$ cat src/rtl/mem_arbiter_pkg.sv
// Shared types for the IFU/LSU memory arbiter: FSM states, owner encoding
// and the latched request bundle.
package mem_arbiter_pkg;

   typedef enum logic [1:0] {
      StIdle = 2'd0,
      StReq  = 2'd1,
      StWait = 2'd2
   } state_e;

   typedef enum logic {
      OwnerIfu = 1'b0,
      OwnerLsu = 1'b1
   } owner_e;

   typedef struct packed {
      logic [31:0] addr;
      logic        wen;
      logic [31:0] wdata;
      logic [3:0]  wmask;
   } mem_req_t;

endpackage

$ cat src/rtl/mem_arbiter_rr_arb2.sv
// Two-way round-robin arbiter: req[0]=IFU, req[1]=LSU; last_grant holds the
// owner of the most recent update (resets to IFU, so LSU wins the first tie).
module rr_arb2
   import mem_arbiter_pkg::*;
(
   input  logic       clk,
   input  logic       rst,
   input  logic [1:0] req,
   input  logic       update,
   output logic [1:0] grant,
   output logic       last_grant
);

   always_comb begin
      grant = 2'b00;
      case (req)
         2'b01:   grant = 2'b01;
         2'b10:   grant = 2'b10;
         2'b11:   grant = (last_grant == OwnerLsu) ? 2'b01 : 2'b10;
         default: grant = 2'b00;
      endcase
   end

   always_ff @(posedge clk) begin
      if (rst) begin
         last_grant <= OwnerIfu;
      end else if (update) begin
         last_grant <= grant[1];
      end
   end

endmodule

$ cat src/rtl/mem_arbiter.sv
// Arbitrates IFU and LSU onto one memory port, one outstanding transaction,
// with a WAIT-cycle timeout that returns an error response to the owner.
module mem_arbiter
   import mem_arbiter_pkg::*;
#(
   parameter int unsigned TIMEOUT = 255
) (
   input  logic        clk,
   input  logic        rst,
   input  logic        ifu_req_valid,
   output logic        ifu_req_ready,
   input  logic [31:0] ifu_addr,
   output logic        ifu_resp_valid,
   output logic [31:0] ifu_rdata,
   output logic        ifu_resp_err,
   input  logic        lsu_req_valid,
   output logic        lsu_req_ready,
   input  logic [31:0] lsu_addr,
   input  logic        lsu_wen,
   input  logic [31:0] lsu_wdata,
   input  logic [3:0]  lsu_wmask,
   output logic        lsu_resp_valid,
   output logic [31:0] lsu_rdata,
   output logic        lsu_resp_err,
   output logic        mem_req_valid,
   input  logic        mem_req_ready,
   output logic [31:0] mem_addr,
   output logic        mem_wen,
   output logic [31:0] mem_wdata,
   output logic [3:0]  mem_wmask,
   input  logic        mem_resp_valid,
   input  logic [31:0] mem_rdata
);

   localparam logic [15:0] TimeoutLast = 16'(TIMEOUT - 1);

   state_e      state_q, state_d;
   logic [15:0] cnt_q, cnt_d;
   mem_req_t    req_q, req_d;

   logic [1:0]  arb_req, grant;
   logic        last_grant;
   logic        resp_valid, resp_err;
   logic [31:0] resp_rdata;

   assign arb_req = (state_q == StIdle) ? {lsu_req_valid, ifu_req_valid} : 2'b00;

   // last_grant only moves on acceptance, so it doubles as the in-flight owner.
   rr_arb2 u_rr_arb2 (
      .clk        (clk),
      .rst        (rst),
      .req        (arb_req),
      .update     (|grant),
      .grant      (grant),
      .last_grant (last_grant)
   );

   always_comb begin
      state_d        = state_q;
      cnt_d          = cnt_q;
      req_d          = req_q;
      ifu_req_ready  = 1'b0;
      lsu_req_ready  = 1'b0;
      mem_req_valid  = 1'b0;
      mem_addr       = '0;
      mem_wen        = 1'b0;
      mem_wdata      = '0;
      mem_wmask      = '0;
      resp_valid     = 1'b0;
      resp_err       = 1'b0;
      resp_rdata     = '0;
      if (!rst) begin
         unique case (state_q)
            StIdle: begin
               ifu_req_ready = grant[0];
               lsu_req_ready = grant[1];
               if (grant[1]) begin
                  req_d   = '{addr: lsu_addr, wen: lsu_wen, wdata: lsu_wdata, wmask: lsu_wmask};
                  state_d = StReq;
               end else if (grant[0]) begin
                  req_d   = '{addr: ifu_addr, wen: 1'b0, wdata: '0, wmask: '0};
                  state_d = StReq;
               end
            end
            StReq: begin
               mem_req_valid = 1'b1;
               mem_addr      = req_q.addr;
               mem_wen       = req_q.wen;
               mem_wdata     = req_q.wdata;
               mem_wmask     = req_q.wmask;
               if (mem_req_ready) begin
                  cnt_d   = '0;
                  state_d = StWait;
               end
            end
            StWait: begin
               cnt_d = cnt_q + 16'd1;
               // A real response takes priority over a coincident timeout.
               if (mem_resp_valid || (cnt_q == TimeoutLast)) begin
                  resp_valid = 1'b1;
                  resp_err   = ~mem_resp_valid;
                  resp_rdata = mem_resp_valid ? mem_rdata : '0;
                  state_d    = StIdle;
               end
            end
            default: state_d = StIdle;
         endcase
      end
   end

   assign ifu_resp_valid = resp_valid & (last_grant == OwnerIfu);
   assign ifu_resp_err   = resp_err & (last_grant == OwnerIfu);
   assign ifu_rdata      = (last_grant == OwnerIfu) ? resp_rdata : '0;
   assign lsu_resp_valid = resp_valid & (last_grant == OwnerLsu);
   assign lsu_resp_err   = resp_err & (last_grant == OwnerLsu);
   assign lsu_rdata      = (last_grant == OwnerLsu) ? resp_rdata : '0;

   always_ff @(posedge clk) begin
      if (rst) begin
         state_q <= StIdle;
         cnt_q   <= '0;
         req_q   <= '0;
      end else begin
         state_q <= state_d;
         cnt_q   <= cnt_d;
         req_q   <= req_d;
      end
   end

endmodule
$ cat config.mk
export PLATFORM = sky130hd
export DESIGN_NAME = mem_arbiter
export DESIGN_NICKNAME = d
export VERILOG_FILES = /design/src/rtl/mem_arbiter_pkg.sv /design/src/rtl/mem_arbiter_rr_arb2.sv /design/src/rtl/mem_arbiter.sv
export SDC_FILE = /design/constraint.sdc
export NUM_CORES = 1
export LEC_CHECK = 0
export BUFFER_PORTS_ARGS = -buffer_cell sky130_fd_sc_hd__buf_4
export CAP_MARGIN = 20
export CORE_AREA = 2 2 110 112
export DETAILED_ROUTE_END_ITERATION = 10
export DIE_AREA = 0 0 112 114
export PLACE_DENSITY = 0.75
export SLEW_MARGIN = 0
export SYNTH_ARGS = -nofsm -noshare
export SYNTH_HDL_FRONTEND = slang
export SYNTH_HIERARCHICAL = 1
export SYNTH_SLANG_ARGS = --single-unit
export TNS_END_PERCENT = 100
$ cat constraint.sdc
create_clock -name clk -period 2.2 [get_ports clk]
set_input_delay 0.22 -clock clk [delete_from_list [all_inputs] [get_ports clk]]
set_output_delay 0.22 -clock clk [all_outputs]
set_load 0.01 [all_outputs]
* Word-level counts from Yosys, hierarchy flattened
Cells that the tools add are included.
Storage, ports and cells: register bits after elaboration 88, output and inout bits 140, bits of input ports 139, logic and storage cells 69
Cells by class: add/subtract/negate cells 1, bitwise gates (word level) 6, reductions and logical operators 8, multiplexer cells 38, eq/ne operators 9
Operators with widths (number):
- 32-bit two-way mux | 10
- 69-bit two-way mux | 2
- 16-bit case mux with 2 select lines | 1
- 16-bit by 1-bit adder with 16-bit output (second input constant) | 1
- 16-bit by 8-bit equality test with 1-bit output (second input constant) | 1
- 16-bit two-way mux | 1
- 1-bit two-way mux | 14
- 2-bit two-way mux | 6
- 2-bit case mux with 3 select lines | 2
- 4-bit two-way mux | 2
- 2-bit equality test (second input constant) | 3
- 1-bit AND | 4
- 2-bit by 1-bit equality test with 1-bit output (second input constant) | 2
- 2-bit inequality test (second input constant) | 2
- 2-bit AND reduction | 2
- 2-bit nonzero test | 2
- 3-bit inequality test (second input constant) | 1
- 3-bit AND reduction | 1
- 2-bit logical NOT | 1
- 1-bit inverter | 2
- 2-bit OR reduction | 1
- 1-bit logical OR | 1

* Depth between registers and ports, before layout
Gate-level depths: netlist (run 1).
word-level depth 7, mapped depth 10, depth with buffers taken out 7

* By module
Netlist (run 1), hierarchy kept.
By module, submodules not included:
- mem_arbiter | seq. area each 1741.7 µm², area an instance 4608.2 µm², cells an instance 533, times used 1
- rr_arb2 | seq. area each 20.0 µm², area an instance 67.6 µm², cells an instance 7, times used 1

* Worst setup path before layout (run 1)
No wires, ideal clock.
path kind register to register, from register state_q[0], to register req_q[64] (netlist name), clock period less this slack 1.914 ns, stages on the path, launching flop included 11, path buffers 4, arrival time 1.834 ns, required time 2.120 ns, setup slack 0.286 ns, path through dfxtp_1 -> nor2_1 -> and2_1 -> a21boi_2 -> buf_6 -> or2_4 -> and2_1 -> buf_6 -> buf_6 -> buf_6 -> a211oi_2
On the way: word-level cells in the longest chain between the ends 6, elaborated cells on any way between the ends 9
Ends and longest elaborated chain:
- start, declared | line mem_arbiter.sv:37 | state_e state_q, state_d;
- start signal, assigned | line mem_arbiter.sv:120 | state_q <= StIdle;
- start signal, assigned | line mem_arbiter.sv:124 | state_q <= state_d;
- 2-bit logical NOT * | line mem_arbiter.sv:46 | assign arb_req = (state_q == StIdle) ? {lsu_req_valid, ifu_req_valid} : 2'b00;
- 2-bit two-way mux * | line mem_arbiter.sv:46
- net arb_req[1] | line mem_arbiter.sv:41 | logic [1:0] arb_req, grant;
- 2-bit equality test or 2-bit by 1-bit equality test with 1-bit output (tied branches) | line mem_arbiter_rr_arb2.sv:16 | case (req)
- 2-bit case mux with 3 select lines * | line mem_arbiter_rr_arb2.sv:16
- net grant[1] | line mem_arbiter.sv:41
- 2-bit nonzero test (no line)
- 2-bit AND reduction (no line)
- end signal, assigned | line mem_arbiter.sv:126 | req_q <= req_d;
- end, declared | line mem_arbiter.sv:39 | mem_req_t req_q, req_d;
The timed path passes the listed nets; every way through them passes the cells marked *. A chain may end at the register's enable or synchronous reset.

* Worst setup path after layout (run 1)
from register cnt_q[0], to output port ifu_resp_valid
On the way: word-level cells in the longest chain between the ends 6
Ends and longest elaborated chain:
- start, declared | line mem_arbiter.sv:38 | logic [15:0] cnt_q, cnt_d;
- start signal, assigned | line mem_arbiter.sv:125 | cnt_q <= cnt_d;
- 16-bit by 8-bit equality test with 1-bit output | line mem_arbiter.sv:99 | if (mem_resp_valid || (cnt_q == TimeoutLast)) begin
- 1-bit logical OR | line mem_arbiter.sv:99
- 1-bit two-way mux | line mem_arbiter.sv:99
- 1-bit two-way mux | line mem_arbiter.sv:73 | unique case (state_q)
- 1-bit two-way mux | line mem_arbiter.sv:72 | if (!rst) begin
- 1-bit AND | line mem_arbiter.sv:111 | assign ifu_resp_valid = resp_valid & (last_grant == OwnerIfu);
- end, declared | line mem_arbiter.sv:13 | output logic ifu_resp_valid,
Every way passes these cells.

==> results.md, run 1 <==
- In this run the tightest slew margin relative to its limit is 62.0%.
- The via count of the first global-routing pass is 4,544.
- The flop and latch count out of synthesis is 88.
- Global routing consumed, on the met3 layer, 5.84% of the routing resources.
- The growth of design area from synthesis to finish is 55.0%.
- The endpoint identified for the worst register-to-register timing path is req_q[47]$_SDFFE_PP0P_.
- The min-delay analysis places its worst path in the category input pin to flip-flop.
- Dividing the final minimum period by the clock period gives 94.8%.
- The final period demand of the worst path is 2.09 ns.
- The critical path is of the flip-flop to primary output type.
- The worst setup margin is 0.114 ns.
- OpenSTA, run right after detailed placement, puts the worst setup slack at 0.178 ns.
- For this design the static power due to leakage is 3.46 nW.
- The count of different cell masters after synthesis is 53.
- The maximum number of pins on one net before global-route repair is 63.
- The global routing stage identified its most utilized layer as met2.
- The HPWL after detailed placement is 10,800 microns.
- In the global route stage, met1 resource usage came out at 24.2%.
- The peak supply drop is 0.430 mV.
- At the end of routability-driven placement, the weighted congestion stood at 0.849.
- The vertical die dimension is 114 microns.
- The required time at the worst-slack endpoint is 1.98 ns.
- Across the run, the number of max-cap violations was 0.
- The area of the mapped netlist is 4680 sq um.
- Measured along the x axis, the die boundary spans 112 microns.
- STA classifies the critical path startpoint as a flip-flop.
- Cells with a size suffix above 1 make up 41.0% of the layout.
- Data on the critical path arrives at its endpoint at 1.87 ns.
- In this run, the number of DRC markers left after iteration 0 of detailed routing was 213.
- The ratio of total power to cell area is 636 nW/um^2.
- The number of failing hold endpoints at the final stage came to 0.
- The cell count after synthesis is 540.
- After floorplanning, the core was divided into 40 placement rows.
- The finished layout cell area is 7250 sq um.
- The startpoint identified for the worst hold timing path is lsu_wdata[13].
- After the last flow step, the layout net total stands at 945.
- Leaving out fill and tap cells, the most frequent cell in the layout is sky130_fd_sc_hd__buf_4.
- Setup slack on the worst reg-to-reg path comes out at 0.25 ns.
- The total power draw is 4.61 mW.
- The clock tree root driver cell is sky130_fd_sc_hd__clkbuf_16.
- The storage element area is 1760 sq um.
- Summing all placed instances gives a cell area of 6870 sq um.
- TritonCTS built the clock tree.
- In the final layout, the multi-input gates occupy 2690 sq um.
- The proportion of register bits with asynchronous set or reset after synthesis is 0%.
- The total count of max-transition violations in the final report was 0.
- The die covers 12,800 sq um.
- Clock-pin slew was measured on the worst setup and hold paths at 0.07 ns.
- Across the routed clock network, the largest skew measured is 0.00577 ns.
- In the global route stage, met2 resource usage came out at 37.4%.
- For this run, design rule violations remaining after detail routing come to 0.
- The number of cells on the worst reg-to-reg path is 8.
- The maximum level of the CTS H-tree is 3.
- For hold timing, the worst endpoint is req_q[17]$_SDFFE_PP0P_.
- The first global-routing pass estimated 22,100 microns of wire.
- After synthesis, flip-flops and latches occupy 37.7% of the total area.
- Input and output buffers added on the ports amount to 278.
- The detailed-route vias per instance is 5.13.
- The synthesized net count is 681.
- The hold buffer count at cts is 0.
- The diode insertion count for antenna repair is 0.
- The core region is 11,700 sq um.
- For this block, the via count after detailed routing is 4,909.
- The first detailed-routing pass took 4 iterations.
- The total of warnings raised by yosys is 6.
- The layout has 1,024 filler cells.
- Derived from the worst setup path, the maximum achievable clock frequency is 479 MHz.
- In this run, CTS created clock tree buffers numbering 9.
- The dominant synthesized flop cell is sky130_fd_sc_hd__dfxtp_1.
- The wire length reported by the detailed router is 14,800 microns.
- Setup violations remaining at the end of the flow were counted as 0.
- The average size of a mapped cell is 8.66 sq um.
- The initial utilization of the core area, before any placement, comes to 39.9%.
- The worst setup path is captured at a primary output.
- At the pin with the least slew margin, the transition time is 0.570 ns.
- The flow ran to the end, and the final reports show no timing, DRC or antenna violations.
- The number of clock sinks is 88.
- Setup repair after global routing left no endpoint under its margin.
- The largest buffer count on any clock path is 2.
- The mean routed wirelength per cell is 15.5 microns.
- The clock latency on the worst-skew pair is 0.33 ns.
- Counting flops with a built-in enable in the synthesized netlist gives 0.
- The reg-to-reg startpoint is state_q[0]$_SDFFE_PP0P_.
- The count of nets left with antenna violations once routing finished came out at 0.
- The I/O pin count is 279.
- In the layout the commonest cells are sky130_fd_sc_hd__buf_4, sky130_fd_sc_hd__and2_1, sky130_fd_sc_hd__dfxtp_1.
- The maximum net fanout on the critical path is 7.
- The number of antenna violations at the first check in global routing came to 0.
- The sum of overflow across all layers after global routing is 0.
- The cell count of the worst hold path is 3.
- The overall routing resource usage is 21.2%.
- The setup TNS after final layout is 0 ns.
[worst max path at each step]
stage,startpoint,end,slack (ns),cells past startpoint
floorplan,state_q[0]$_SDFFE_PP0P_,req_q[64]$_SDFFE_PP0P_,0.29,10
global placement,state_q[0]$_SDFFE_PP0P_,req_q[51]$_SDFFE_PP0P_,0.34,8
detailed placement,state_q[0]$_SDFFE_PP0P_,req_q[47]$_SDFFE_PP0P_,0.18,8
CTS,state_q[0]$_SDFFE_PP0P_,lsu_req_ready,0.04,6
global route,state_q[0]$_SDFFE_PP0P_,lsu_rdata[0],0.005,7
finish,cnt_q[0]$_SDFFE_PP0P_,ifu_resp_valid,0.11,6
[area by class of cell]
type,instances,share of cell area [%]
clock buffer,10,3.30
clock inverter,6,0.604
inverter,4,0.207
multi-input combinational,403,37.1
sequential,88,24.3
tap,147,2.54
timing repair buffer,298,32.0
[per-stage QoR]
stage / utilization (%) / hold WS [ns] / cells
detailed placement: 58.7 / 0.421 / 934
CTS: 61.1 / 0.0717 / 950
floorplan: - / 0.329 / 540
global placement: 58.7 / 0.417 / 934
finish: 61.9 / 0.0768 / 956
global route: 61.9 / 0.0762 / 956
[what timing repair did]
item,CTS,global route
endpoints found under the setup margin,0,44
resized for setup,0,4
setup buffers,0,4
[cell families (layout without fill, tap and decap cells)]
group	after synthesis	after routing	share of synthesized area [%]
and+or+nand+nor	261	261	31.5
AOI/OAI and AO/OA	101	101	17.0
DFF	88	88	37.7
buffers and inverters	49	318	5.14
muxes	32	32	6.85
xor gates and xnor gates	7	7	1.31
adders and majority gates	2	2	0.535
[synth_stat cells (2+ instances only)]
cell type | count | share of area, %
sky130_fd_sc_hd__and2_1 | 89 | 12
sky130_fd_sc_hd__dfxtp_1 | 88 | 38
sky130_fd_sc_hd__nor2_1 | 64 | 5.1
sky130_fd_sc_hd__and3_1 | 34 | 4.5
sky130_fd_sc_hd__mux2i_1 | 32 | 6.9
sky130_fd_sc_hd__a211oi_1 | 29 | 4.7
sky130_fd_sc_hd__clkbuf_1 | 24 | 1.9
sky130_fd_sc_hd__nand2_1 | 23 | 1.8
sky130_fd_sc_hd__a22o_1 | 21 | 3.9
sky130_fd_sc_hd__nand2b_1 | 19 | 2.5
sky130_fd_sc_hd__o21ai_0 | 17 | 1.8
sky130_fd_sc_hd__buf_2 | 15 | 1.6
sky130_fd_sc_hd__a21oi_1 | 9 | 0.96
sky130_fd_sc_hd__a211oi_2 | 5 | 1.3
sky130_fd_sc_hd__nand4_1 | 5 | 0.67
sky130_fd_sc_hd__xnor2_1 | 5 | 0.94
sky130_fd_sc_hd__buf_6 | 4 | 0.96
sky130_fd_sc_hd__inv_1 | 4 | 0.32
sky130_fd_sc_hd__a2111oi_0 | 3 | 0.56
sky130_fd_sc_hd__and4_1 | 3 | 0.56
sky130_fd_sc_hd__nand3_1 | 3 | 0.32
sky130_fd_sc_hd__nor3_1 | 3 | 0.32
sky130_fd_sc_hd__or3_1 | 3 | 0.40
sky130_fd_sc_hd__a21boi_0 | 2 | 0.32
sky130_fd_sc_hd__a41oi_1 | 2 | 0.37
sky130_fd_sc_hd__buf_4 | 2 | 0.32
sky130_fd_sc_hd__ha_1 | 2 | 0.54
sky130_fd_sc_hd__nor2_2 | 2 | 0.27
sky130_fd_sc_hd__nor4b_1 | 2 | 0.37
sky130_fd_sc_hd__o211ai_1 | 2 | 0.32
sky130_fd_sc_hd__xor2_1 | 2 | 0.37
[critical path, stage by stage, from the launching register on]
cell                      delay (ns)
sky130_fd_sc_hd__dfxtp_1        0.43
sky130_fd_sc_hd__inv_1          0.09
sky130_fd_sc_hd__ha_1           0.22
sky130_fd_sc_hd__nor4b_2        0.17
sky130_fd_sc_hd__a41oi_1        0.39
sky130_fd_sc_hd__nor2b_1        0.09
sky130_fd_sc_hd__buf_4          0.15
[sequential cells by signal (all words and copies together) (netlist names)]
register / count
req_q: 69
state_q: 2
cnt_q: 16
u_rr_arb2/last_grant: 1
[where the power goes]
part           switching, mW  leakage [nW]  internal [mW]
combinational          0.641          2.60          0.620
clock                  0.639         0.139          0.800
sequential             0.103         0.721           1.81
total                   1.38          3.46           3.23
[layer usage]
layer / vias to the layer above / wire length (microns)
met5: - / 0
met4: 0 / 480
met3: 29 / 1030
met2: 189 / 7390
met1: 2289 / 5870
li1: 2402 / -
(Power assumes the default switching activity.)
==> inputs of run 2 (changes only) <==
--- a/config.mk
+++ b/config.mk
@@ -6,10 +6,9 @@
 export NUM_CORES = 1
 export LEC_CHECK = 0
-export BUFFER_PORTS_ARGS = -buffer_cell sky130_fd_sc_hd__buf_4
 export CAP_MARGIN = 20
-export CORE_AREA = 2 2 110 112
+export CORE_AREA = 2 2 107 109
 export DETAILED_ROUTE_END_ITERATION = 10
-export DIE_AREA = 0 0 112 114
-export PLACE_DENSITY = 0.75
+export DIE_AREA = 0 0 109 111
+export DONT_BUFFER_PORTS = 1
 export SLEW_MARGIN = 0
 export SYNTH_ARGS = -nofsm -noshare
==> constraint.sdc (replaced) <==
create_clock -name clk -period 2.2 [get_ports clk]
set_input_delay 0.11 -clock clk [delete_from_list [all_inputs] [get_ports clk]]
set_output_delay 0.11 -clock clk [all_outputs]
set_load 0.01 [all_outputs]
==> run 2 against run 1 <==
Critical path depth up 1. Core utilization down 12 points. Hold slack worse by 0.066 ns. Sequential share of layout area up 7.6 points. Clock skew up 0.0031 ns. Register-to-register slack about the same. Worst setup slack better by 0.024 ns. Count of clock-buffer cells in the layout unchanged. Sequential cell count unchanged. Largest power group unchanged.
==> results.md, run 2 (same netlist as run 1, synthesis figures left out) <==
- The worst relative slew slack is 67.4% (+5.4 points).
- The net switching share of the total power is 29.3% (-0.66 points).
- The proportion of power drawn by combinational gates is 22.3% (-5.0 points).
- The worst setup path is of the flip-flop to primary output kind.
- Setup repair after global routing left no endpoint under its margin.
- The violation count after the first detailed-routing iteration was 199 (-6.6%).
- The wire length of the first global-routing pass is 19,300 microns (-13%).
- The sum of overflow across all layers after global routing is 0 (unchanged).
- More flip-flops sit in one register than any other, and that register is req_q.
- The peak supply drop was 0.605 mV (+41%).
- The ratio of total power to cell area is 801 nW/um^2 (+26%).
- The area growth from synthesis to layout is 18.0%.
- The number of failing hold endpoints at the final stage came to 0 (unchanged).
- The storage element area was 1760 sq um (unchanged).
- The number of flip-flops under the largest register name is 69 (unchanged).
- The core area came to 11,100 sq um (-5.4%).
- The critical path goes through nor2_1 -> buf_4 -> and2_1 -> a21boi_4 -> buf_4 -> nor4b_4 -> buf_6.
- The overall routing resource usage was 20.1% (-1.1 points).
- The number of antenna violations at the first check in global routing is 0 (unchanged).
- The post-route clock period utilization was 93.7% (-1.1 points).
- The area used by multi-input combinational logic is 2690 sq um (about the same).
- The number of setup violations in the final report was 0 (unchanged).
- The number of setup buffers added after CTS is 0 (unchanged).
- The clock edge transition at the registers on the reported setup and hold paths is 0.07 ns (about the same).
- The maximum number of pins on one net before global-route repair is 56 (-11%).
- The number of fill cells is 1,019 (-0.49%).
- The number of clock sinks is 88 (unchanged).
- The count of input and output buffers is 0 (-100%).
- The net count reported at finish is 706 (-25%).
- The diode insertion count for antenna repair is 0 (unchanged).
- The fraction of final layout cells sized beyond drive strength 1 is 9.30% (-32 points).
- Leaving out fill and tap cells, the most frequent cells in the layout are sky130_fd_sc_hd__and2_1, sky130_fd_sc_hd__dfxtp_1, sky130_fd_sc_hd__nor2_1.
- The largest buffer count on any clock path is 2 (unchanged).
- The maximum net fanout on the critical path is 37 (+30).
- The signal arrival time at the worst endpoint is 1.95 ns (+0.08 ns).
- The die span in x is 109 microns (-2.7%).
- The startpoint identified for the worst register-to-register timing path is state_q[1]$_SDFFE_PP0P_.
- The number of cells in the finished layout apart from fillers was 713 (-25%).
- The flow ran to the end, and the final reports show no timing, DRC or antenna violations.
- The endpoint of the most critical register-to-register path is req_q[56]$_SDFFE_PP0P_.
- The largest registers in the layout are req_q (69), cnt_q (16), state_q (2).
- The cell family contributing the most delay on the critical path is buffers and inverters.
- The area of the die is 12,100 sq um (-5.2%).
- The wire length reported by the detailed router is 12,600 microns (-15%).
- For hold timing, the worst endpoint is req_q[47]$_SDFFE_PP0P_.
- The setup slack of the worst register-to-register path is 0.24 ns (about the same).
- The cell count of the worst hold path is 2 (-1).
- The number of placed cells counting well taps is 658 (-30%).
- The total DRC errors in the routed layout is 0 (unchanged).
- The number of buffer and inverter instances along the worst setup path was 3 (+1).
- The design internal power is 3.12 mW (-3.2%).
- The floorplan row count is 39 (-2.5%).
- The worst slack on hold paths came to 0.0112 ns (-0.0656 ns).
- The clock latency on the worst-skew pair came to 0.34 ns (about the same).
- The origin of the worst min-delay path is ifu_addr[10].
- The maximum cell stage delay along the critical path came to 0.31 ns (-0.12 ns).
- The maximum achievable frequency is 485 MHz (+1.2%).
- The path class of the tightest hold or removal check is input pin to flip-flop.
- The clock tree from TritonCTS is done.
- The final period demand of the worst path came to 2.06 ns (-0.0238 ns).
- The via count of the first global-routing pass was 3,710 (-18%).
- The worst setup skew after layout is 0.00890 ns (+0.00313 ns).
- The clock tree root driver cell is sky130_fd_sc_hd__clkbuf_16.
- The sequential fraction of design power is 43.1% (+1.7 points).
- The number of max-cap violations is 0 (unchanged).
- The net switching power is 1.30 mW (-6.2%).
- The detailed-route vias per instance came to 5.50 (+7.0%).
- The half-perimeter wire length after placement is 8920 microns (-17%).
- The instance area after placement is 4820 sq um (-30%).
- The routability congestion estimate was 0.826 (-2.8%).
- The cell that appears most often on the critical path is sky130_fd_sc_hd__buf_4.
- The TritonCTS buffer count is 9 (unchanged).
- The setup TNS after final layout is 0 ns (unchanged).
- The maximum level of the CTS H-tree is 3 (unchanged).
- The count of TritonRoute iterations in the first routing pass is 4 (unchanged).
- The I/O pin count is 279 (unchanged).
- The initial core utilization is 42.2% (+2.3 points).
- The worst setup path is launched from a flip-flop.
- The vertical die dimension is 111 microns (-2.6%).
- The total count of max-transition violations in the final report is 0 (unchanged).
- The clock network power share was 34.5% (+3.3 points).
- The number of vias after detailed routing was 3,919 (-20%).
- The worst setup path is captured at a primary output.
- The finished layout cell area came to 5520 sq um (-24%).
- The number of cells on the worst reg-to-reg path is 9 (+1).
- The mean routed wirelength per cell is 17.7 microns (+14%).
- The slowest stage of the critical path belongs to the cell sky130_fd_sc_hd__dfxtp_1.
- The leakage power is 2.18 nW (-37%).
- The total power draw was 4.42 mW (-4.1%).
- The number of antenna-violating nets in the routed design is 0 (unchanged).
- The pin slew with the least headroom to its limit came to 0.489 ns (-0.0815 ns).
- The required time at the worst-slack endpoint is 2.09 ns (+0.11 ns).
[run 2: cell types whose count changed in the layout (fill, tap and decap cells not counted), sizes merged]
cell	delta
buf	-275
clkinvlp	+1
clkinv	-2
dlygate4sd3	+38
clkbuf	-2
bufinv	+1
[run 2: metal layers]
| metal | GRT usage, % | vias up | share of wire [%] |
|---|---|---|---|
| met4 | 4.70 | 0 | 1.4 |
| met3 | 7.17 | 13 | 7.1 |
| li1 | - | 1928 | - |
| met1 | 26.8 | 1834 | 44 |
| met2 | 30.8 | 144 | 47 |
| met5 | 0 | - | 0 |
[run 2: final cells by class]
type,instances,area share (%)
Clock buffer,10,4.15
Sequential cell,88,31.9
Inverter,4,0.272
Clock inverter,6,1.22
Tap cell,143,3.24
Timing Repair Buffer,59,10.5
Multi-Input combinational cell,403,48.7
[run 2: worst max path at each step]
stage	endpoint	start	cells past startpoint
after floorplan	req_q[64]$_SDFFE_PP0P_	state_q[0]$_SDFFE_PP0P_	10
after global routing	req_q[56]$_SDFFE_PP0P_	state_q[0]$_SDFFE_PP0P_	9
final	lsu_req_ready	state_q[0]$_SDFFE_PP0P_	7
after global placement	req_q[8]$_SDFFE_PP0P_	state_q[0]$_SDFFE_PP0P_	9
after CTS	lsu_req_ready	state_q[0]$_SDFFE_PP0P_	7
after detailed placement	req_q[56]$_SDFFE_PP0P_	state_q[0]$_SDFFE_PP0P_	9
[run 2: power by group through the flow]
stage                     registers [mW]  clock network, mW  logic, mW
after floorplan                     1.91                  0      0.774
after global placement              1.93                  0      0.898
after detailed placement            1.94                  0      0.922
after CTS                           1.91               1.57      0.997
after global routing                1.93               1.65       1.10
final                               1.91               1.53      0.988
[run 2: through the flow]
stage | setup slack (ns) | util (%)
after floorplan | 0.286 | -
after global placement | 0.313 | 43.5
after detailed placement | 0.246 | 43.5
after CTS | 0.0476 | 49.8
after global routing | 0.000452 | 49.8
final | 0.138 | 49.8
[run 2: what timing repair did]
action / CTS / global route
endpoints found under the setup margin: 0 / 1
hold endpoints to repair: 77 / 0
gates resized for setup: 0 / 1
hold buffers: 39 / 0
==> inputs of run 3 (changes only) <==
clock period = 2.4 ns   (was 2.2 ns; I/O delays follow)
==> run 3 against run 2 <==
Combinational power is 9.4% lower. Wire length rose by 2.4%. Sequential share of layout area fell by 0.11 points. Hold slack lost 0.0056 ns. Clock power up 5%. First-iteration DRC count grew 0.50%. Register-to-register slack gained 0.12 ns. Critical endpoint unchanged. Sequential power down 8%. Largest power group unchanged. Die area unchanged. Core utilization increased by 0.17 points. Non-clock buffer count down 3.
==> results.md, run 3 (same netlist as run 1, synthesis figures left out) <==
- The startpoint of the worst setup timing path is state_q[0]$_SDFFE_PP0P_.
- The setup TNS after final layout came to 0 ns (unchanged).
- After layout, the worst path uses 92.7% of the clock period.
- The worst slack on hold paths came to 0.00560 ns (-0.00561 ns).
- The min-delay analysis places its worst path in the category input pin to flip-flop.
- The leakage power came to 2.19 nW (+0.43%).
- The largest registers in the layout are req_q (69), cnt_q (16), state_q (2).
- The maximum level of the CTS H-tree was 3 (unchanged).
- The top cell types in the final layout, fill and taps aside, are sky130_fd_sc_hd__and2_1, sky130_fd_sc_hd__dfxtp_1, sky130_fd_sc_hd__nor2_1.
- The instance area after placement is 4780 sq um (-0.73%).
- The register with the most flip-flops in the final layout is req_q.
- The storage element area is 1760 sq um (unchanged).
- The number of failing hold endpoints at the final stage is 0 (unchanged).
- The total power draw was 4.25 mW (-3.9%).
- The wire length of the first global-routing pass came to 19,400 microns (+0.54%).
- The area used by multi-input combinational logic is 2690 sq um (about the same).
- The worst setup path is launched from a flip-flop.
- The maximum net fanout on the critical path is 37 (unchanged).
- The sum of overflow across all layers after global routing is 0 (unchanged).
- The number of placed cells counting well taps was 655 (-0.46%).
- The run finished with clean final reports.
- The number of vias after detailed routing came to 3,992 (+1.9%).
- The number of fill cells was 1,030 (+1.1%).
- The kind of end point of the critical path is a primary output.
- The total count of max-transition violations in the final report is 0 (unchanged).
- The die span in x is 109 microns (unchanged).
- The finished layout cell area was 5540 sq um (+0.34%).
- The I/O pin count came to 279 (unchanged).
- The via count of the first global-routing pass came to 3,652 (-1.6%).
- The area of the die is 12,100 sq um (unchanged).
- The origin of the worst min-delay path is rst.
- Subtracting the final worst setup slack from the clock period gives 2.22 ns.
- The net count reported at finish is 703 (-0.42%).
- The growth of design area from synthesis to finish is 18.4%.
- The mean routed wirelength per cell is 18.1 microns (+2.6%).
- The violation count after the first detailed-routing iteration came to 200 (+0.50%).
- The signal arrival time at the worst endpoint came to 2.10 ns (+0.15 ns).
- The detailed-route vias per instance is 5.61 (+2.1%).
- The clock edge transition at the registers on the reported setup and hold paths is 0.07 ns (about the same).
- The critical path is of the flip-flop to primary output type.
- Setup repair after global routing left no endpoint under its margin.
- The count of input and output buffers is 0 (unchanged).
- The fraction of final layout cells sized beyond drive strength 1 is 8.48% (-0.82 points).
- The number of flip-flops under the largest register name is 69 (unchanged).
- The initial core utilization is 42.2% (unchanged).
- The core area is 11,100 sq um (unchanged).
- Timing would allow up to 450 MHz.
- The count of TritonRoute iterations in the first routing pass came to 4 (unchanged).
- The clock latency on the worst-skew pair is 0.34 ns (about the same).
- The number of antenna-violating nets in the routed design is 0 (unchanged).
- The wire length reported by the detailed router is 12,900 microns (+2.4%).
- The worst register-to-register path begins at state_q[0]$_SDFFE_PP0P_.
- The number of setup violations in the final report came to 0 (unchanged).
- The worst relative slew slack came to 69.5% (+2.1 points).
- The number of clock sinks was 88 (unchanged).
- The overall routing resource usage is 20.5% (+0.44 points).
- The maximum number of pins on one net before global-route repair is 42 (-25%).
- The total DRC errors in the routed layout is 0 (unchanged).
- The half-perimeter wire length after placement is 9010 microns (+0.97%).
- The worst setup skew after layout is 0.00929 ns (+0.000393 ns).
- The number of cells in the finished layout apart from fillers came to 711 (-0.28%).
- The peak supply drop is 0.407 mV (-33%).
- The number of setup buffers added after CTS is 0 (unchanged).
- Clock tree synthesis selected as its root buffer the cell sky130_fd_sc_hd__clkbuf_16.
- The required time at the worst-slack endpoint is 2.28 ns (+0.19 ns).
- The routability congestion estimate is 0.824 (-0.24%).
- The number of antenna violations at the first check in global routing is 0 (unchanged).
- The ratio of total power to cell area is 767 nW/um^2 (-4.2%).
- The vertical die dimension is 111 microns (unchanged).
- The TritonCTS buffer count is 9 (unchanged).
- The pin slew with the least headroom to its limit is 0.457 ns (-0.0313 ns).
- The floorplan row count is 39 (unchanged).
- The number of max-cap violations was 0 (unchanged).
- The clock tree from TritonCTS is done.
- The largest buffer count on any clock path came to 2 (unchanged).
run 3: changes by cell type in the layout (fill, tap and decap cells not counted), sizes merged:
cell      delta
buf          -3
bufinv       +2
clkbuf       +2
clkinv       -2
clkinvlp     -2
diode        +2
inv          -1
run 3: metrics by stage:
| step | setup slack (ns) | utilization [%] |
|---|---|---|
| after floorplan | 0.486 | - |
| after detailed placement | 0.132 | 43.2 |
| after CTS | 0.0428 | 49.9 |
| after global placement | 0.216 | 43.2 |
| final | 0.175 | 50.0 |
| after global routing | 0.00432 | 49.9 |
run 3: worst paths after layout:
check | to | slack, ns | cells past startpoint
setup reg to reg | req_q[40]$_SDFFE_PP0P_ | 0.36 | 8
hold / removal | req_q[13]$_SDFFE_PP0P_ | 0.006 | 2
setup / recovery | lsu_req_ready | 0.18 | 6
hold reg to reg | req_q[22]$_SDFFE_PP0P_ | 0.47 | 1
run 3: worst max-delay path: stages, from the launching register on:
cell and delay (ns):
sky130_fd_sc_hd__dfxtp_1 0.31, sky130_fd_sc_hd__nor2_1 0.17, sky130_fd_sc_hd__and2_1 0.17, sky130_fd_sc_hd__a21boi_4 0.20, sky130_fd_sc_hd__buf_8 0.32, sky130_fd_sc_hd__nor4b_4 0.27, sky130_fd_sc_hd__buf_6 0.31
run 3: where the power goes:
part / internal (mW) / leakage, nW / switching (mW)
registers: 1.66 / 0.721 / 0.0921
clock network: 1.04 / 0.163 / 0.565
logic: 0.385 / 1.30 / 0.510
total: 3.08 / 2.19 / 1.17
run 3: layout make-up:
cell class                      count  area share [%]
Inverter                            4           0.271
Clock inverter                      3            1.63
Multi-Input combinational cell    403            48.6
Sequential cell                    88            31.8
Timing Repair Buffer               56            9.96
Clock buffer                       12            4.45
Antenna cell                        2          0.0904
Tap cell                          143            3.23
run 3: metal layers:
| metal | GRT usage, % | part of all wire (%) | vias to the layer above | routed length [microns] |
|---|---|---|---|---|
| met4 | 6.67 | 1.8 | 0 | 228 |
| li1 | - | - | 1920 | - |
| met2 | 31.6 | 47 | 169 | 6110 |
| met5 | 0 | 0 | - | 0 |
| met3 | 6.82 | 8.0 | 18 | 1030 |
| met1 | 27.0 | 43 | 1885 | 5520 |
run 3: what timing repair did:
action | 4_1_cts | 5_1_grt
hold buffers | 39 | 0
setup endpoints to repair | 1 | 2
hold endpoints to repair | 77 | 0
gates resized for setup | 1 | 4
